### config.mk
export PLATFORM = sky130hd
export DESIGN_NAME = mem_port_arbiter
export DESIGN_NICKNAME = d
export VERILOG_FILES = /design/src/rtl/riscv_arb_pkg.sv /design/src/rtl/arb_starve_cnt.sv /design/src/rtl/mem_port_arbiter.sv
export SDC_FILE = /design/constraint.sdc
export NUM_CORES = 1
export LEC_CHECK = 0
export BUFFER_PORTS_ARGS = -buffer_cell sky130_fd_sc_hd__buf_2
export CAP_MARGIN = 0
export CELL_PAD_IN_SITES_DETAIL_PLACEMENT = 0
export CELL_PAD_IN_SITES_GLOBAL_PLACEMENT = 2
export CORE_ASPECT_RATIO = 2
export CORE_UTILIZATION = 23
export CTS_CLUSTER_SIZE = 24
export DETAILED_ROUTE_END_ITERATION = 10
export PLACE_DENSITY = 0.85
export SLEW_MARGIN = 20
export SYNTH_ARGS = -nofsm -noshare
export SYNTH_HDL_FRONTEND = slang
export SYNTH_SLANG_ARGS = --single-unit
### constraint.sdc
create_clock -name clk -period 6.35 [get_ports clk]
set_input_delay 1.27 -clock clk [delete_from_list [all_inputs] [get_ports clk]]
set_output_delay 1.27 -clock clk [all_outputs]
set_load 0.01 [all_outputs]
### src/rtl/riscv_arb_pkg.sv
// riscv_arb_pkg: shared state/grant encodings for the instruction/data memory port arbiter.
package riscv_arb_pkg;
  typedef enum logic [1:0] {IDLE, GNT_D, GNT_I} arb_state_e;
  typedef enum logic [1:0] {GR_NONE, GR_DATA, GR_FETCH} grant_e;
  localparam int ARB_DATA_W = 32;
  localparam logic [ARB_DATA_W/8-1:0] BE_ALL = '1;
endpackage

### src/rtl/arb_starve_cnt.sv
// arb_starve_cnt: saturating count of data grants taken while a fetch waits.
module arb_starve_cnt #(
  parameter int W = 3
) (
  input  logic         clk,
  input  logic         rst,
  input  logic         i_inc,
  input  logic         i_clr,
  input  logic [W-1:0] i_sat,
  output logic [W-1:0] o_cnt
);
  logic [W-1:0] r_cnt;
  always_ff @(posedge clk or posedge rst)
    if (rst) r_cnt <= '0;
    else if (i_clr) r_cnt <= '0;
    else if (i_inc && r_cnt != i_sat) r_cnt <= r_cnt + 1'b1;
  assign o_cnt = r_cnt;
endmodule

### src/rtl/mem_port_arbiter.sv
// mem_port_arbiter: shares one memory port between fetch and load/store, data first with fetch anti-starvation.
// Optional ARB_TIMEOUT_EN adds an mem_ack watchdog and the mem_err output.
module mem_port_arbiter
  import riscv_arb_pkg::*;
#(
  parameter int ADDR_W      = 32,
  parameter int DATA_W      = 32,
  parameter int STARVE_MAX  = 4,
  parameter int TIMEOUT_CYC = 64
) (
  input  logic                clk,
  input  logic                rst,
  input  logic                if_req,
  input  logic [ADDR_W-1:0]   if_addr,
  output logic [DATA_W-1:0]   if_rdata,
  output logic                if_ready,
  input  logic                dm_req,
  input  logic                dm_we,
  input  logic [ADDR_W-1:0]   dm_addr,
  input  logic [DATA_W-1:0]   dm_wdata,
  input  logic [DATA_W/8-1:0] dm_be,
  output logic [DATA_W-1:0]   dm_rdata,
  output logic                dm_ready,
  output logic                mem_req,
  output logic                mem_we,
  output logic [ADDR_W-1:0]   mem_addr,
  output logic [DATA_W-1:0]   mem_wdata,
  output logic [DATA_W/8-1:0] mem_be,
  input  logic [DATA_W-1:0]   mem_rdata,
  input  logic                mem_ack
`ifdef ARB_TIMEOUT_EN
  ,
  output logic                mem_err
`endif
);
  localparam int CNT_W = $clog2(STARVE_MAX + 1);
  arb_state_e r_state, w_next;
  grant_e w_win;
  logic [CNT_W-1:0] w_starve_cnt;
  logic w_to, w_done;
`ifdef ARB_TIMEOUT_EN
  localparam int TW = $clog2(TIMEOUT_CYC + 1);
  logic [TW-1:0] r_tcnt;
  always_ff @(posedge clk or posedge rst)
    if (rst) r_tcnt <= '0;
    else r_tcnt <= (r_state == IDLE) ? '0 : r_tcnt + 1'b1;
  assign w_to = !mem_ack && r_tcnt == TW'(TIMEOUT_CYC);
  assign mem_err = (r_state != IDLE) && w_to;
`else
  assign w_to = 1'b0;
`endif
  assign w_done = (r_state != IDLE) && (mem_ack || w_to);
  always_comb begin
    w_win = (r_state != IDLE) ? GR_NONE :
            (dm_req && !(if_req && w_starve_cnt == CNT_W'(STARVE_MAX))) ? GR_DATA :
            if_req ? GR_FETCH : GR_NONE;
    w_next = w_done ? IDLE :
             (w_win == GR_DATA) ? GNT_D :
             (w_win == GR_FETCH) ? GNT_I : r_state;
  end
  always_ff @(posedge clk or posedge rst)
    if (rst) begin
      r_state   <= IDLE;
      mem_we    <= 1'b0;
      mem_addr  <= '0;
      mem_wdata <= '0;
      mem_be    <= '0;
    end else begin
      r_state <= w_next;
      if (w_win == GR_DATA) begin
        mem_we    <= dm_we;
        mem_addr  <= dm_addr;
        mem_wdata <= dm_wdata;
        mem_be    <= dm_be;
      end else if (w_win == GR_FETCH) begin
        mem_we    <= 1'b0;
        mem_addr  <= if_addr;
        mem_wdata <= '0;
        mem_be    <= '1;
      end
    end
  arb_starve_cnt #(.W(CNT_W)) u_starve (
    .clk   (clk),
    .rst   (rst),
    .i_inc (w_win == GR_DATA && if_req),
    .i_clr (w_win == GR_FETCH),
    .i_sat (CNT_W'(STARVE_MAX)),
    .o_cnt (w_starve_cnt)
  );
  assign mem_req  = r_state != IDLE;
  assign if_ready = w_done && r_state == GNT_I;
  assign dm_ready = w_done && r_state == GNT_D;
  assign if_rdata = (r_state == GNT_I && mem_ack) ? mem_rdata : '0;
  assign dm_rdata = (r_state == GNT_D && mem_ack) ? mem_rdata : '0;
endmodule

==> results of run 1 <==
[registers in the layout, summed over array words and instances (netlist names)]
name and cells:
r_state 2, mem_wdata 32, mem_addr 32, mem_be 4
mem_we 1, u_starve.o_cnt 3
[logic make-up after synthesis]
family | after synthesis
compound gates | 73
fa+ha+maj | 4
buf+inv | 35
flops | 74
mux | 34
simple gates | 166
[per-layer routing]
layer,up-vias,track usage [%],share of wire [%]
met1,1621,12.8,33
met3,29,2.92,8.0
met5,-,0,0
met2,210,26.4,55
li1,1785,-,-
met4,0,7.81,3.7
[tightest hold or removal path, delay by kind of cell (launching register included)]
kind	cells	cell delay (ns)
AO/OA/AOI/OAI	1	0.05
flip-flops	1	0.34
AND/OR/NAND/NOR	1	0.05
[stage by stage]
stage / area (sq um) / worst slack (ns) / hold slack (ns) / util [%] / instances
3_5_place_dp: 5180 / 2.57 / 0.468 / 32.8 / 834
2_1_floorplan: 3730 / 3.20 / 0.516 / - / 386
6_report: 5520 / 2.58 / 0.478 / 35.0 / 850
5_1_grt: 5520 / 2.45 / 0.508 / 35.0 / 850
3_3_place_gp: 5180 / 2.67 / 0.461 / 32.8 / 834
4_1_cts: 5520 / 2.57 / 0.483 / 35.0 / 850
[layout make-up]
cell class / count / area (sq um) / area share [%]
Multi-Input combinational cell: 277 / 1670 / 30.2
Sequential cell: 74 / 1850 / 33.6
Tap cell: 201 / 251 / 4.56
Clock inverter: 5 / 85.1 / 1.54
Clock buffer: 11 / 253 / 4.58
Timing Repair Buffer: 275 / 1380 / 25.0
Inverter: 7 / 27.5 / 0.499
[synth_stat cells (2+ instances only)]
master     n
mux2i_1   33
nand2_1   80
buf_6      6
buf_4      3
buf_8      3
o21ai_0   54
and2_1    64
nand3_1    4
nor2b_1    4
clkbuf_2   2
a21oi_1    5
a22o_1    12
clkbuf_1   5
inv_1      7
buf_2      9
dfrtp_1   74
ha_1       4
nor2_1     7
[power by group through the flow]
stage	logic (mW)	clock network (mW)	registers (mW)
5_1_grt	1.10	0.609	0.811
4_1_cts	1.00	0.589	0.786
2_1_floorplan	0.560	0	0.864
6_report	0.979	0.569	0.784
3_3_place_gp	0.988	0	0.777
3_5_place_dp	1.01	0	0.787
[final timing paths]
| path | end | depth (start not counted) |
|---|---|---|
| min reg2reg | mem_addr[28] | 2 |
| min | mem_addr[28] | 2 |
| max | if_rdata[4] | 5 |
| max reg2reg | mem_be[1] | 9 |
| min in group asynchronous | mem_wdata[4] | 3 |
| max in group asynchronous | u_starve.o_cnt[1] | 3 |
==> reports/qor.tcl, run 1 <==
set qor(status) {finished clean}
set qor(power.share.combinational_pct) 42.0
set qor(longest_individual_stage_delay_on_the_worst_path_ns) 0.69
set qor(clockPowerShare_pct) 24.4
set qor(fp.dieArea_sq_mm) 0.0168
set qor(detailedRoute.firstPassIterationCount) 4
set qor(synth_edf_count) 0
set qor(synth_xor_xnor_area_share_pct) 0
set qor(synth_nets) 528
set qor(rsz0062_at_grt) {false}
set qor(clkTransAtPathRegs_ns) 0.06
set qor(powerDensity_mw_per_mm2) 423
set qor(yosysTopAreaCellShare_pct) 49.6
set qor(timing.final.hold_violations) 0
set qor(critPathMaxFanout) 33
set qor(detail_route.iter0.violations) 117
set qor(yosysUniqueCellTypes) 28
set qor(route.vias.total) 3645
set qor(headroom_to_the_max_slew_limit_pct) 37.5
set qor(pwr_total_mw) 2.33
set qor(post_route_cells_drive_above_1_share_pct) 46.2
set qor(grt_start_max_net_pins) 78
set qor(cts_resized) 0
set qor(ctsRootBufferMaster) {clkbuf_16}
set qor(finalWirelength_um) 11300
set qor(remaining_antenna_violation_count) 0
set qor(cts_tree) {done}
set qor(ff2ff_setup_slack_ns) 3.60
set qor(globalRouteTotalUtil_pct) 13.7
set qor(clock_tree.htree_level_count) 3
set qor(cts_buffers) 9
set qor(post_synth_mux_area_share_pct) 9.26
set qor(synth.yosys.seq_area_share_pct) 49.6
set qor(yosys.area_share.adder_pct) 1.34
set qor(number_of_clock_sinks) 74
set qor(initial_utilization_pct) 23.6
set qor(cp_top_family) {simple AND/OR/NAND/NOR gates}
set qor(synthesis.yosys.warnings) 0
set qor(synth_flop_cell) {dfrtp_1}
set qor(net-switching-power_mw) 0.886
set qor(cp_common_cell) {buf_2}
set qor(achievable-frequency_ghz) 0.265
set qor(clkLatencyLatePin_ns) 0.34
set qor(grt_antenna_before_repair) 0
set qor(die_width_um) 92.0
set qor(worst_hold_path_type) {reg -> reg}
set qor(timing.critical_path.buf_inv) 2
set qor(areaGrowthSynthToFinish_pct) 47.9
set qor(grt.overflow.total) 0
set qor(die_height_um) 182
set qor(yosys.area.top_type) {dfrtp_1}
set qor(timing.clock.skew_ns) 0.00630
set qor(timing.setup.tns_ns) 0
set qor(post_synthesis_share_of_cell_area_spent_on_and_or_nand_and_nor_gates_pct) 22.3
set qor(critical_path_required_ns) 5.08
set qor(seq_power_share_pct) 33.6
set qor(ctsHoldBuffers) 0
set qor(post_synth_main_area_contributors) {dfrtp_1, and2_1, mux2i_1, nand2_1, o21ai_0}
set qor(path_cells) {buf_2 -> nand2_1 -> nor2_2 -> and2_1 -> buf_2}
set qor(vias_per_cell) 4.29
set qor(crit_type) {in -> out}
set qor(vdd_ir_drop_max_mv) 0.219
set qor(p_int_mw) 1.45
set qor(period_needed_ns) 3.77
set qor(max_cap_viol_count) 0
set qor(cts_max_path_buffers) 2
set qor(num-nets-final) 786
set qor(regToRegStartpoint) {u_starve.o_cnt[0]}
set qor(dominant_combinational_cell_family_by_area_after_synthesis) {simple AND/OR/NAND/NOR gates}
set qor(top_level_ports) 274
set qor(report.final.setup_viol) 0
set qor(yosys_register_bits) 74
set qor(layout.cells.most_common) {buf_2}
set qor(layout.filler_cells) 1679
set qor(postSynthCellCount) 386
set qor(average_cell_area_after_synthesis_sq_um) 9.66
set qor(postCtsSetupRepairBufs) 0
set qor(std_cell_rows) 65
set qor(critical_path_arrival_ns) 2.50
set qor(drc) 0
set qor(critPathLaunch) {mem_ack}
set qor(post_drt_wl_per_cell_um) 13.3
set qor(critPathSlowestCell) {nor2_2}
set qor(grt_first_pass_wirelength_um) 17600
set qor(p_leak_nw) 3.01
set qor(detailedPlacementHpwl_um) 8650
set qor(startpoint_type) {input port}
set qor(drv_slew) 0
set qor(share_of_the_synthesized_area_in_compound_gates_ao_oa_aoi_oai_pct) 11.1
set qor(synth_async_sr_flop_share_pct) 100
set qor(core_region_area_sq_mm) 0.0158
set qor(grt_pass1_vias) 3639
set qor(critical_path.endpoint_type) {output port}
set qor(hp-start) {mem_addr[28]}
set qor(worst-slew-pin-transition_ns) 0.938
set qor(antenna-diode-count) 0
set qor(min_period_over_period_pct) 59.4
set qor(placement.io_buffers) 273
set qor(syn-cell-area_sq_mm) 0.00373
set qor(gp_congestion) 0.759
set qor(swShare_pct) 38.0
set qor(mostFrequentLayoutCells) {buf_2, nand2_1, dfrtp_1}
Power figures use the tool's default switching activity.
==> inputs of run 2 (changes only) <==
Settings changed: CORE_UTILIZATION 23 to 19, PLACE_DENSITY 0.85 to 0.75.
Clock period 6.35 ns to 3.09 ns, I/O delays scaled along.
==> run 2 against run 1 <==
Compared with the run above:
- global-route usage is 1.0 points lower
- via count is 0.60% lower
- sequential cell count did not move
- largest power group unchanged
==> reports/qor.tcl, run 2 (synthesis gave the netlist of run 1 again) <==
set qor(critPathLaunch) {u_starve.o_cnt[0]}
set qor(detailedRoute.firstPassIterationCount) 4
set qor(rsz0062_at_grt) {false}
set qor(cts_buffers) 9
set qor(period_needed_ns) 2.24
set qor(finalWirelength_um) 12900
set qor(ff2ff_setup_slack_ns) 0.85
set qor(worst_hold_path_type) {in -> async}
set qor(vias_per_cell) 3.96
set qor(clock_tree.htree_level_count) 3
set qor(postCtsSetupRepairBufs) 0
set qor(vdd_ir_drop_max_mv) 0.349
set qor(fp.dieArea_sq_mm) 0.0202
set qor(final_cell_area_sq_mm) 0.00565
set qor(critical_path_required_ns) 3.31
set qor(drv_slew) 0
set qor(p_leak_nw) 3.05
set qor(critical_path.endpoint_type) {flip-flop}
set qor(timing.setup.tns_ns) 0
set qor(std_cell_rows) 72
set qor(headroom_to_the_max_slew_limit_pct) 53.0
set qor(critical_path.endpoint) {mem_wdata[20]}
set qor(status) {finished clean}
set qor(initial_utilization_pct) 19.3
set qor(drc) 0
set qor(powerDensity_mw_per_mm2) 858
set qor(mostFrequentLayoutCells) {buf_2, nand2_1, dfrtp_1}
set qor(grt_first_pass_wirelength_um) 18700
set qor(grt_pass1_vias) 3598
set qor(cts_tree) {done}
set qor(timing.clock.skew_ns) 0.00902
set qor(cts_max_path_buffers) 2
set qor(critPathMaxFanout) 41
set qor(report.final.setup_viol) 0
set qor(gp_congestion) 0.751
set qor(number_of_clock_sinks) 74
set qor(detailedPlacementHpwl_um) 10100
set qor(min_period_over_period_pct) 72.6
set qor(antenna-diode-count) 0
set qor(post_drt_wl_per_cell_um) 14.0
set qor(clkLatencyLatePin_ns) 0.34
set qor(crit_type) {reg -> reg}
set qor(placement.io_buffers) 273
set qor(startpoint_type) {flip-flop}
set qor(grt_start_max_net_pins) 42
set qor(timing.final.hold_violations) 0
set qor(worst-slew-pin-transition_ns) 0.705
set qor(regToRegStartpoint) {u_starve.o_cnt[0]}
set qor(num-nets-final) 794
set qor(die_width_um) 101
set qor(layout.cells.most_common) {buf_2}
set qor(reg_top3) {mem_addr x32, mem_wdata x32, mem_be x4}
set qor(ctsRootBufferMaster) {clkbuf_16}
set qor(ctsHoldBuffers) 0
set qor(remaining_antenna_violation_count) 0
set qor(cts_resized) 0
set qor(grt.overflow.total) 0
set qor(clkTransAtPathRegs_ns) 0.06
set qor(critical_path_arrival_ns) 2.47
set qor(core_region_area_sq_mm) 0.0193
set qor(final.hold.worst_slack_ns) 0.352
set qor(r2r-end) {mem_wdata[20]}
set qor(max_cap_viol_count) 0
set qor(detail_route.iter0.violations) 97
set qor(route.vias.total) 3623
set qor(top_level_ports) 274
set qor(place_area_sq_mm) 0.00533
set qor(areaGrowthSynthToFinish_pct) 51.4
set qor(ff2ff_path_depth) 9
set qor(globalRouteTotalUtil_pct) 12.7
set qor(grt_antenna_before_repair) 0
set qor(die_height_um) 200
set qor(post_route_cells_drive_above_1_share_pct) 46.7
set qor(achievable-frequency_ghz) 0.446
==> run 2: cell count changes in the layout (fill, tap and decap cells not counted) <==
cell | previous run | this run
buf_4 | 2 | 9
clkinv_2 | 1 | 3
buf_12 | 0 | 1
clkbuf_1 | 0 | 1
clkbuf_8 | 2 | 1
clkinv_4 | 1 | 0
inv_6 | 1 | 0
==> run 2: critical path, stage by stage (launching register included) <==
cell and delay (ns):
dfrtp_1 0.38, inv_1 0.07, ha_1 0.23, nand2_1 0.09
nand2_1 0.07, and3_2 0.22, ha_4 0.29, buf_4 0.36
nor2b_4 0.16, a22o_1 0.23
==> run 2: layer usage <==
layer / vias up / GRT usage (%) / routed length [um]
li1: 1802 / - / -
met1: 1598 / 10.7 / 4270
met2: 209 / 26.3 / 7350
met3: 14 / 2.41 / 951
met4: 0 / 5.95 / 291
met5: - / 0 / 0
==> run 2: how the worst min path moves through the flow <==
stage / to / slack, ns / cells past startpoint
finish: mem_wdata[3] / 0.35 / 2
global route: mem_wdata[3] / 0.40 / 2
CTS: mem_be[1] / 0.38 / 2
detailed placement: mem_addr[21] / 0.47 / 2
global placement: mem_wdata[0] / 0.46 / 2
floorplan: mem_addr[24] / 0.52 / 2
==> run 2: final cells by class <==
cell class / count / area (sq um)
fill: 2132 / 13600
inverter: 7 / 27.5
clock buffer: 11 / 243
multi-input combinational: 277 / 1670
sequential: 74 / 1850
clock inverter: 5 / 77.6
tap: 259 / 324
timing repair buffer: 283 / 1450
==> run 2: metrics by stage <==
step,std cells,worst slack [ns],utilization [%],power [mW]
CTS,916,0.799,29.3,4.96
floorplan,386,0.590,-,2.93
detailed placement,900,0.778,27.6,3.77
global route,916,0.679,29.3,5.22
finish,916,0.846,29.3,4.84
global placement,900,0.820,27.6,3.77
==> run 2: report_power, final <==
group          total [mW]  switching, mW  internal [mW]
combinational        2.11           1.23          0.873
clock                1.14          0.416          0.727
sequential           1.59          0.215           1.38
==> inputs of run 3 (changes only) <==
Settings changed: ABC_AREA from default to 1, PLACE_DENSITY 0.75 to 0.79.
Clock period 3.09 ns to 2.09 ns, I/O delays scaled along.
==> run 3 against run 2 <==
Compared with the run above:
- power is 56% higher
- first-iteration DRC count is 48% higher
- sequential cell count stayed put
- utilization is 1.2 points higher
- global-route usage is 1.4 points higher
- die area is 3.9% lower
- sequential power is 49% higher
- routed wire length is 8.2% higher
==> reports/qor.tcl, run 3 <==
set qor(status) {finished clean}
set qor(gp_congestion) 0.742
set qor(grtUsageMet2_pct) 27.4
set qor(critical_path_required_ns) 1.67
set qor(yosysTopAreaCellShare_pct) 51.7
set qor(powerDensity_mw_per_mm2) 1350
set qor(reg_top3) {mem_addr x32, mem_wdata x32, mem_be x4}
set qor(post_synth_mux_area_share_pct) 0
set qor(detailedPlacementHpwl_um) 10700
set qor(areaGrowthSynthToFinish_pct) 56.7
set qor(synth.yosys.seq_area_share_pct) 51.7
set qor(yosys.area.top_type) {dfrtp_1}
set qor(placement.io_buffers) 273
set qor(remaining_antenna_violation_count) 0
set qor(vias_per_cell) 4.14
set qor(finalWirelength_um) 13900
set qor(std_cell_rows) 70
set qor(syn-cell-area_sq_mm) 0.00358
set qor(critPathMaxFanout) 33
set qor(crit_type) {reg -> out}
set qor(initial_utilization_pct) 19.5
set qor(min_period_over_period_pct) 93.7
set qor(critical_path_arrival_ns) 1.54
set qor(timing.clock.skew_ns) 0.00507
set qor(post_synth_main_area_contributors) {dfrtp_1, nand2_1, nor2_1, a21oi_1, inv_1}
set qor(number_of_clock_sinks) 74
set qor(pwr_total_mw) 7.56
set qor(grt_start_max_net_pins) 58
set qor(period_needed_ns) 1.96
set qor(grt_pass1_vias) 3773
set qor(drv_slew) 0
set qor(die_width_um) 99.1
set qor(worst_hold_path_type) {in -> async}
set qor(grt_use_met3_pct) 3.38
set qor(ctsRootBufferMaster) {clkbuf_16}
set qor(dominant_combinational_cell_family_by_area_after_synthesis) {simple AND/OR/NAND/NOR gates}
set qor(worst-slew-pin-transition_ns) 0.434
set qor(post_route_cells_drive_above_1_share_pct) 42.1
set qor(clkTransAtPathRegs_ns) 0.06
set qor(critical_path.endpoint_type) {output port}
set qor(seq_power_share_pct) 31.4
set qor(library_cell_with_the_highest_instance_count_after_synthesis) {nand2_1}
set qor(timing.setup.tns_ns) 0
set qor(synth_edf_count) 0
set qor(net-switching-power_mw) 3.20
set qor(die_height_um) 196
set qor(startpoint_type) {flip-flop}
set qor(vdd_ir_drop_max_mv) 0.759
set qor(achievable-frequency_ghz) 0.511
set qor(layout.filler_cells) 2054
set qor(final.hold.worst_slack_ns) 0.0841
set qor(max_cap_viol_count) 0
set qor(synth_nets) 616
set qor(cts_tree) {done}
set qor(clock_tree.htree_level_count) 3
set qor(route.vias.total) 4025
set qor(clkLatencyLatePin_ns) 0.33
set qor(synth_flop_cell) {dfrtp_1}
set qor(grt.overflow.total) 0
set qor(clockPowerShare_pct) 18.9
set qor(headroom_to_the_max_slew_limit_pct) 71.0
set qor(drc) 0
set qor(synth_async_sr_flop_share_pct) 100
set qor(core_region_area_sq_mm) 0.0184
set qor(ctsHoldBuffers) 0
set qor(yosysUniqueCellTypes) 16
set qor(globalRouteTotalUtil_pct) 14.0
set qor(detail_route.iter0.violations) 144
set qor(yosys.area_share.adder_pct) 1.40
set qor(timing.final.hold_violations) 0
set qor(cts_max_path_buffers) 2
set qor(postSynthCellCount) 474
set qor(num-nets-final) 891
set qor(report.final.setup_viol) 0
set qor(p_leak_nw) 3.39
set qor(power.share.combinational_pct) 49.7
set qor(synthesis.yosys.warnings) 0
set qor(share_of_the_synthesized_area_in_compound_gates_ao_oa_aoi_oai_pct) 10.8
set qor(average_cell_area_after_synthesis_sq_um) 7.55
set qor(mostFrequentLayoutCells) {buf_2, nand2_1, nor2_1}
set qor(synth_top_cells_by_count) {nand2_1, nor2_1, dfrtp_1, a21oi_1, inv_1}
set qor(post_drt_wl_per_cell_um) 14.3
set qor(grt_busiest_layer) {met2}
set qor(swShare_pct) 42.3
set qor(p_int_mw) 4.36
set qor(rsz0062_at_grt) {true}
set qor(post_synthesis_share_of_cell_area_spent_on_and_or_nand_and_nor_gates_pct) 26.5
set qor(yosys_register_bits) 74
set qor(cts_buffers) 9
set qor(grt_first_pass_wirelength_um) 20400
set qor(fp.dieArea_sq_mm) 0.0194
set qor(synth_xor_xnor_area_share_pct) 0
set qor(met1_usage_pct) 13.5
set qor(top_level_ports) 274
set qor(grt_antenna_before_repair) 3
set qor(detailedRoute.firstPassIterationCount) 4
set qor(layout.cells.most_common) {buf_2}
-- run 3: cell types whose count changed after synthesis, moves of 5 or more --
| cell | delta |
|---|---|
| a21oi_1 | +63 |
| a22o_1 | -12 |
| and2_1 | -64 |
| buf_2 | +6 |
| clkbuf_1 | -5 |
| inv_1 | +37 |
| mux2i_1 | -33 |
| nand2_1 | +59 |
| nand3_1 | +5 |
| nor2_1 | +93 |
| o21ai_0 | -53 |
-- run 3: layout make-up --
cell class                 instances  area, sq um  area share, %
clock inverter                     5         31.3          0.558
clock buffer                      10          239           4.26
multi-input combinational        327         1430           25.4
antenna                            3         7.51          0.134
tap                              216          270           4.82
sequential                        74         1850           33.0
inverter                          47          183           3.26
timing repair buffer             290         1600           28.5
-- run 3: logic make-up after synthesis --
| kind of cell | after synthesis |
|---|---|
| simple gates | 249 |
| buf+inv | 73 |
| flops | 74 |
| fa+ha+maj | 4 |
| compound gates | 74 |
-- run 3: repair_timing --
| action | 4_1_cts | 5_1_grt |
|---|---|---|
| pin swaps | 1 | 2 |
| gates cloned | 0 | 1 |
| gates resized for setup | 2 | 12 |
| buffers inserted | 1 | 0 |
| setup endpoints to repair | 1 | 71 |
-- run 3: worst max-delay path, cell delays in order (launching register included) --
cell     delay, ns
dfrtp_1       0.39
inv_1         0.07
nand3_1       0.11
buf_12        0.19
nor2_1        0.24
buf_2         0.19
-- run 3: path summary, 6_finish.rpt --
| kind | from | end | slack, ns | cells past startpoint |
|---|---|---|---|---|
| min | rst | mem_addr[12] | 0.08 | 2 |
| max in group asynchronous | rst | mem_addr[28] | 1.36 | 3 |
| min in group clk | dm_wdata[29] | mem_wdata[29] | 0.27 | 3 |
| min reg2reg | mem_wdata[12] | mem_wdata[12] | 0.47 | 2 |
| max | r_state[1] | dm_rdata[9] | 0.13 | 5 |
| max reg2reg | u_starve.o_cnt[0] | mem_wdata[13] | 0.18 | 13 |
-- run 3: power groups by stage --
| stage | clock (mW) | sequential (mW) | combinational, mW |
|---|---|---|---|
| 6_report | 1.43 | 2.37 | 3.76 |
| 5_1_grt | 1.55 | 2.45 | 4.21 |
| 4_1_cts | 1.49 | 2.38 | 3.75 |
| 3_5_place_dp | 0 | 2.39 | 3.73 |
| 3_3_place_gp | 0 | 2.39 | 3.73 |
| 2_1_floorplan | 0 | 2.63 | 1.88 |
-- run 3: through the flow --
| stage | instances | worst slack, ns | util (%) | instance area, sq um |
|---|---|---|---|---|
| 2_1_floorplan | 474 | 0.235 | - | 3580 |
| 5_1_grt | 971 | 0.00333 | 30.5 | 5610 |
| 4_1_cts | 968 | 0.0532 | 30.1 | 5530 |
| 3_5_place_dp | 952 | 0.00962 | 28.5 | 5250 |
| 6_report | 972 | 0.132 | 30.5 | 5610 |
| 3_3_place_gp | 952 | 0.0583 | 28.5 | 5250 |
-- run 3: metal layers --
layer	routed length, um	share of wire (%)
met1	4640	33
met2	7850	56
met3	1080	7.7
met4	359	2.6
met5	0	0
